===== src/rtl/uart_pkg.sv =====
// Shared UART definitions: state encoding, line levels and frame length helper.
// Used by both the transmitter and the oversampling receiver.
package uart_pkg;

  // Frame state encoding shared with the receiver (3-bit, PARITY reserved).
  typedef enum logic [2:0] {
    IDLE   = 3'd0,
    START  = 3'd1,
    DATA   = 3'd2,
    PARITY = 3'd3,
    STOP   = 3'd4
  } uart_state_e;

  // Line levels: mark (idle/stop) is high, start bit is low.
  localparam logic LINE_IDLE  = 1'b1;
  localparam logic LINE_START = 1'b0;

  // Number of bit periods in one frame: start + data + optional parity + stop.
  function automatic int unsigned frame_bits(input int unsigned data_width,
                                             input int unsigned stop_bits,
                                             input bit          parity_en);
    return 1 + data_width + (parity_en ? 1 : 0) + stop_bits;
  endfunction

endpackage


===== src/rtl/transmitter.sv =====
// UART serial transmitter. Sends start bit, DATA_WIDTH data bits LSB-first,
// an optional even-parity bit and STOP_BITS stop bits, with every bit lasting
// OVERSAMPLE_RATE pulses of the shared baud tick.
// Optional feature: define UART_TX_PARITY_EN to insert the even-parity bit.
module transmitter
  import uart_pkg::*;
#(
  parameter int DATA_WIDTH      = 8,
  parameter int OVERSAMPLE_RATE = 16,
  parameter int STOP_BITS       = 1
) (
  input  logic                  clk,
  input  logic                  rst_n,
  input  logic                  tick,
  input  logic                  tx_start,
  input  logic [DATA_WIDTH-1:0] tx_in,
  output logic                  tx_out,
  output logic                  tx_busy,
  output logic                  tx_done
);

  localparam int TICK_W = $clog2(OVERSAMPLE_RATE);
  // Wide enough for DATA_WIDTH-1 (data index) and STOP_BITS-1 (stop index).
  localparam int BIT_W  = $clog2(DATA_WIDTH);

  localparam logic [TICK_W-1:0] TICK_LAST = TICK_W'(OVERSAMPLE_RATE - 1);
  localparam logic [BIT_W-1:0]  DATA_LAST = BIT_W'(DATA_WIDTH - 1);
  localparam logic [BIT_W-1:0]  STOP_LAST = BIT_W'(STOP_BITS - 1);

  uart_state_e           state;
  logic [TICK_W-1:0]     tick_cnt;
  logic [BIT_W-1:0]      bit_cnt;
  logic [DATA_WIDTH-1:0] shift_reg;
  logic                  bit_end;
`ifdef UART_TX_PARITY_EN
  logic                  parity_bit;
`endif

  // The current bit period closes on the last tick of the oversample window.
  assign bit_end = tick && (tick_cnt == TICK_LAST);

  // Frame sequencer: counters, shift register and all registered outputs.
  // NOTE: every register here is assigned with <= so all state updates use
  // pre-edge values; a blocking = would let later statements see new values.
  always_ff @(posedge clk or negedge rst_n) begin
    if (!rst_n) begin
      state     <= IDLE;
      tick_cnt  <= '0;
      bit_cnt   <= '0;
      shift_reg <= '0;
      tx_out    <= LINE_IDLE;
      tx_busy   <= 1'b0;
      tx_done   <= 1'b0;
`ifdef UART_TX_PARITY_EN
      parity_bit <= 1'b0;
`endif
    end else begin
      // NOTE: tx_done defaults low every cycle so it can only ever be a
      // single-clock pulse, set by the one branch below that ends a frame.
      tx_done <= 1'b0;

      // Ticks only advance the bit timer while a frame is in flight.
      if (state != IDLE && tick) begin
        tick_cnt <= bit_end ? '0 : tick_cnt + 1'b1;
      end

      case (state)
        IDLE: begin
          tx_out <= LINE_IDLE;
          if (tx_start) begin
            shift_reg <= tx_in;
            tick_cnt  <= '0;
            bit_cnt   <= '0;
            tx_out    <= LINE_START;
            tx_busy   <= 1'b1;
            state     <= START;
`ifdef UART_TX_PARITY_EN
            parity_bit <= ^tx_in;
`endif
          end
        end

        START: begin
          if (bit_end) begin
            bit_cnt <= '0;
            tx_out  <= shift_reg[0];
            state   <= DATA;
          end
        end

        DATA: begin
          if (bit_end) begin
            shift_reg <= shift_reg >> 1;
            if (bit_cnt == DATA_LAST) begin
              bit_cnt <= '0;
`ifdef UART_TX_PARITY_EN
              tx_out <= parity_bit;
              state  <= PARITY;
`else
              tx_out <= LINE_IDLE;
              state  <= STOP;
`endif
            end else begin
              bit_cnt <= bit_cnt + 1'b1;
              tx_out  <= shift_reg[1];
            end
          end
        end

`ifdef UART_TX_PARITY_EN
        PARITY: begin
          if (bit_end) begin
            bit_cnt <= '0;
            tx_out  <= LINE_IDLE;
            state   <= STOP;
          end
        end
`endif

        STOP: begin
          // bit_cnt counts completed stop bits; the frame ends on the last tick.
          if (bit_end) begin
            if (bit_cnt == STOP_LAST) begin
              tx_done <= 1'b1;
              tx_busy <= 1'b0;
              state   <= IDLE;
            end else begin
              bit_cnt <= bit_cnt + 1'b1;
            end
          end
        end

        default: begin
          tx_out  <= LINE_IDLE;
          tx_busy <= 1'b0;
          state   <= IDLE;
        end
      endcase
    end
  end

endmodule

===== config.mk =====
export PLATFORM = sky130hd
export DESIGN_NAME = transmitter
export DESIGN_NICKNAME = d
export VERILOG_FILES = /design/src/rtl/uart_pkg.sv /design/src/rtl/transmitter.sv
export SDC_FILE = /design/constraint.sdc
export NUM_CORES = 1
export LEC_CHECK = 0
export BUFFER_PORTS_ARGS = -buffer_cell sky130_fd_sc_hd__buf_2
export CAP_MARGIN = 20
export CORE_ASPECT_RATIO = 0.75
export CORE_MARGIN = 2
export CORE_UTILIZATION = 50
export DETAILED_ROUTE_END_ITERATION = 10
export GPL_ROUTABILITY_DRIVEN = 0
export PLACE_DENSITY = 0.7
export REMOVE_ABC_BUFFERS = 1
export SLEW_MARGIN = 20
export SYNTH_ARGS = -nofsm -noshare
export SYNTH_HDL_FRONTEND = slang
export SYNTH_SLANG_ARGS = --single-unit

===== constraint.sdc =====
create_clock -name clk -period 2.05 [get_ports clk]
set_input_delay 0.615 -clock clk [delete_from_list [all_inputs] [get_ports clk]]
set_output_delay 0.615 -clock clk [all_outputs]
set_load 0.05 [all_outputs]

==> results.ini <==
[run_status]
status=complete, no violations

[global_routing]
gr-total-overflow=0
grt_max_degree=22
grtUsageTotal_pct=18.13
grt_pass1_wl_um=3643
grt_pass1_vias=813
antenna_found_initial=0

[sta]
fmax_mhz=582.8
worst_pin_slew_ns=0.5161
min_period_over_period_pct=83.70
report.final.slew_viol_count=0
rsz0062_at_grt=no
slew_headroom_pct=65.60
setup_viol=0
clock_skew_ns=0.007785
holdWs_ns=0.2328
fin_crit_ns=1.716
finalHoldViolCount=0
setup_tns_ns=0
layout_setup_ws_ns=0.3342

[worst_setup_path]
cp-end-kind=output pin
reg2reg_slack_ns=0.34
path_cells=buf_2
r2r-end=shift_reg[4]$_DFFE_PN0P_
crit_type=reg -> out
arrival_ns=1.10
crit_cells=1
max_stage_delay_ns=0.55
crit_slowest_cell=dfstp_2
worstRegToRegCells=6
rr_startpoint=state[1]$_DFFE_PN0P_
worst-path-buf-inv=1
cp-start-kind=register
crit_path_max_fanout=2
critical_path.top_delay_family=flip-flops
crit_required_ns=1.43

[final_layout]
drive_gt1_share_pct=18.75
final_cell_mix=nand2_1, dfrtp_1, buf_2, o21ai_0
syn_to_final_growth_pct=10.08
regArea_um2=526.8
design_area_um2=1339
multi_input_area_um2=639.4
final_common_cell=nand2_1
fillCellCount=213
antenna_cells=0
nets=161
largest_reg_flops=8

[floorplanning]
io_pins=15
rows=15
die-area_um2=2847
dieHeight_um=46.71
coreArea_um2=2308
fp.dieW_um=60.95
start_util_pct=52.68

[detailed_routing]
drt-initial-drc-count=53
drt-vias-per-instance=5.219
vias=929
drtAntennaViolNets=0
wl_per_cell_um=12.46
drt-total-wl_um=2218
first_pass_iters=4
drc=0

[clock_network]
clk_pin_slew_ns=0.13
cts.path.max_buffers=2
postCtsSetupBuffers=0
clock_tree.root_cell=clkbuf_4
clkSinkCount=21
clock_latency_ns=0.31
cts_resized=0
cts_tree=yes
cts-hold-fix-buffers=0
numCtsBuffers=3
htree_levels=1

[yosys]
synthCells=130
syn_area_per_cell_um2=9.355
synth-edff-count=0
synth-async-reset-ratio_pct=100.0
synth_top_area_share_pct=41.15
synthFlopType=dfrtp_1
synth_area_leaders=dfrtp_1, mux2i_1, nand2_1
synth-seq-cells=21
synth_area_um2=1216
yosysUniqueCellTypes=36
yosysWarnings=0
synth_top_cell_by_area=dfrtp_1
yosysSeqAreaShare_pct=43.31

[place]
portBuffers=14
post-dp-hpwl_um=1626
dp_slack_ns=0.2949
place_area_um2=1309

[pwr]
power_w=0.001380
p_leak_nw=0.5930
p_per_area_nw_per_um2=1031
vdd_drop_max_v=0.0006025

[job]
max_cap_viol_count=0

[min_path]
hold_path.class=in -> async

how the worst max path moves through the flow:
| stage | startpoint | end | slack, ns |
|---|---|---|---|
| 2_1_floorplan | state[0]$_DFFE_PN0P_ | bit_cnt[2]$_DFFE_PN0P_ | 0.19 |
| 3_3_place_gp | tick | bit_cnt[2]$_DFFE_PN0P_ | 0.36 |
| 3_5_place_dp | tick | bit_cnt[2]$_DFFE_PN0P_ | 0.29 |
| 4_1_cts | tx_out$_DFFE_PN1P_ | tx_out | 0.32 |
| 5_1_grt | state[1]$_DFFE_PN0P_ | shift_reg[4]$_DFFE_PN0P_ | 0.22 |
| 6_report | tx_out$_DFFE_PN1P_ | tx_out | 0.33 |
worst reg2reg max path, delay by kind of cell (launching register included):
kind | cells | cell delay [ns]
AO/OA/AOI/OAI | 2 | 0.18
buffers and inverters | 2 | 0.43
flip-flops | 1 | 0.66
AND/OR/NAND/NOR | 2 | 0.35
per-layer routing:
metal	vias to the layer above	wire, um	GRT usage [%]	part of all wire, %
met5	-	0	0	0
met4	0	18	5.217	0.81
met3	2	120	6.461	5.4
met2	23	969	27.53	44
met1	420	1110	24.70	50
li1	484	-	-	-
where the power goes:
group | total, W | internal [W] | switching, W
registers | 0.000714 | 0.000580 | 0.000134
logic | 0.000459 | 0.000188 | 0.000271
clock network | 0.000207 | 0.0000744 | 0.000133
area by class of cell:
cell class	instances	share of cell area (%)
clock buffer	3	1.682
sequential	21	39.35
inverter	2	0.5607
clock inverter	1	0.5607
multi-input combinational	100	47.76
timing repair buffer	17	6.916
tap	34	3.178
cells in the mapped netlist, types with 2 or more instances:
cell	instances
ha_1	4
o21ai_1	2
dfrtp_1	20
nor2b_1	3
nand2_1	26
nand2b_1	2
o21ai_0	13
nor2_1	6
mux2i_1	10
or3_1	2
buf_2	4
nand3_1	3
nor3b_1	2
inv_1	2
a21oi_1	10
cell families (layout without fill, tap and decap cells):
logic type | Yosys count | count (layout) | share of synthesized area [%]
AND/OR/NAND/NOR | 51 | 51 | 21.91
buffers and inverters | 9 | 23 | 4.115
AO/OA/AOI/OAI | 33 | 33 | 16.87
adder cells (fa/ha/maj) | 4 | 4 | 4.115
multiplexers | 10 | 10 | 8.231
flip-flops | 21 | 21 | 43.31
XOR/XNOR | 2 | 2 | 1.441
per-stage QoR:
stage,utilization [%],cells
after floorplan,-,123
after global placement,56.69,174
after detailed placement,56.69,174
after CTS,57.99,178
after global routing,57.99,178
final,57.99,178
No activity file was read; power rests on OpenSTA's default activity.
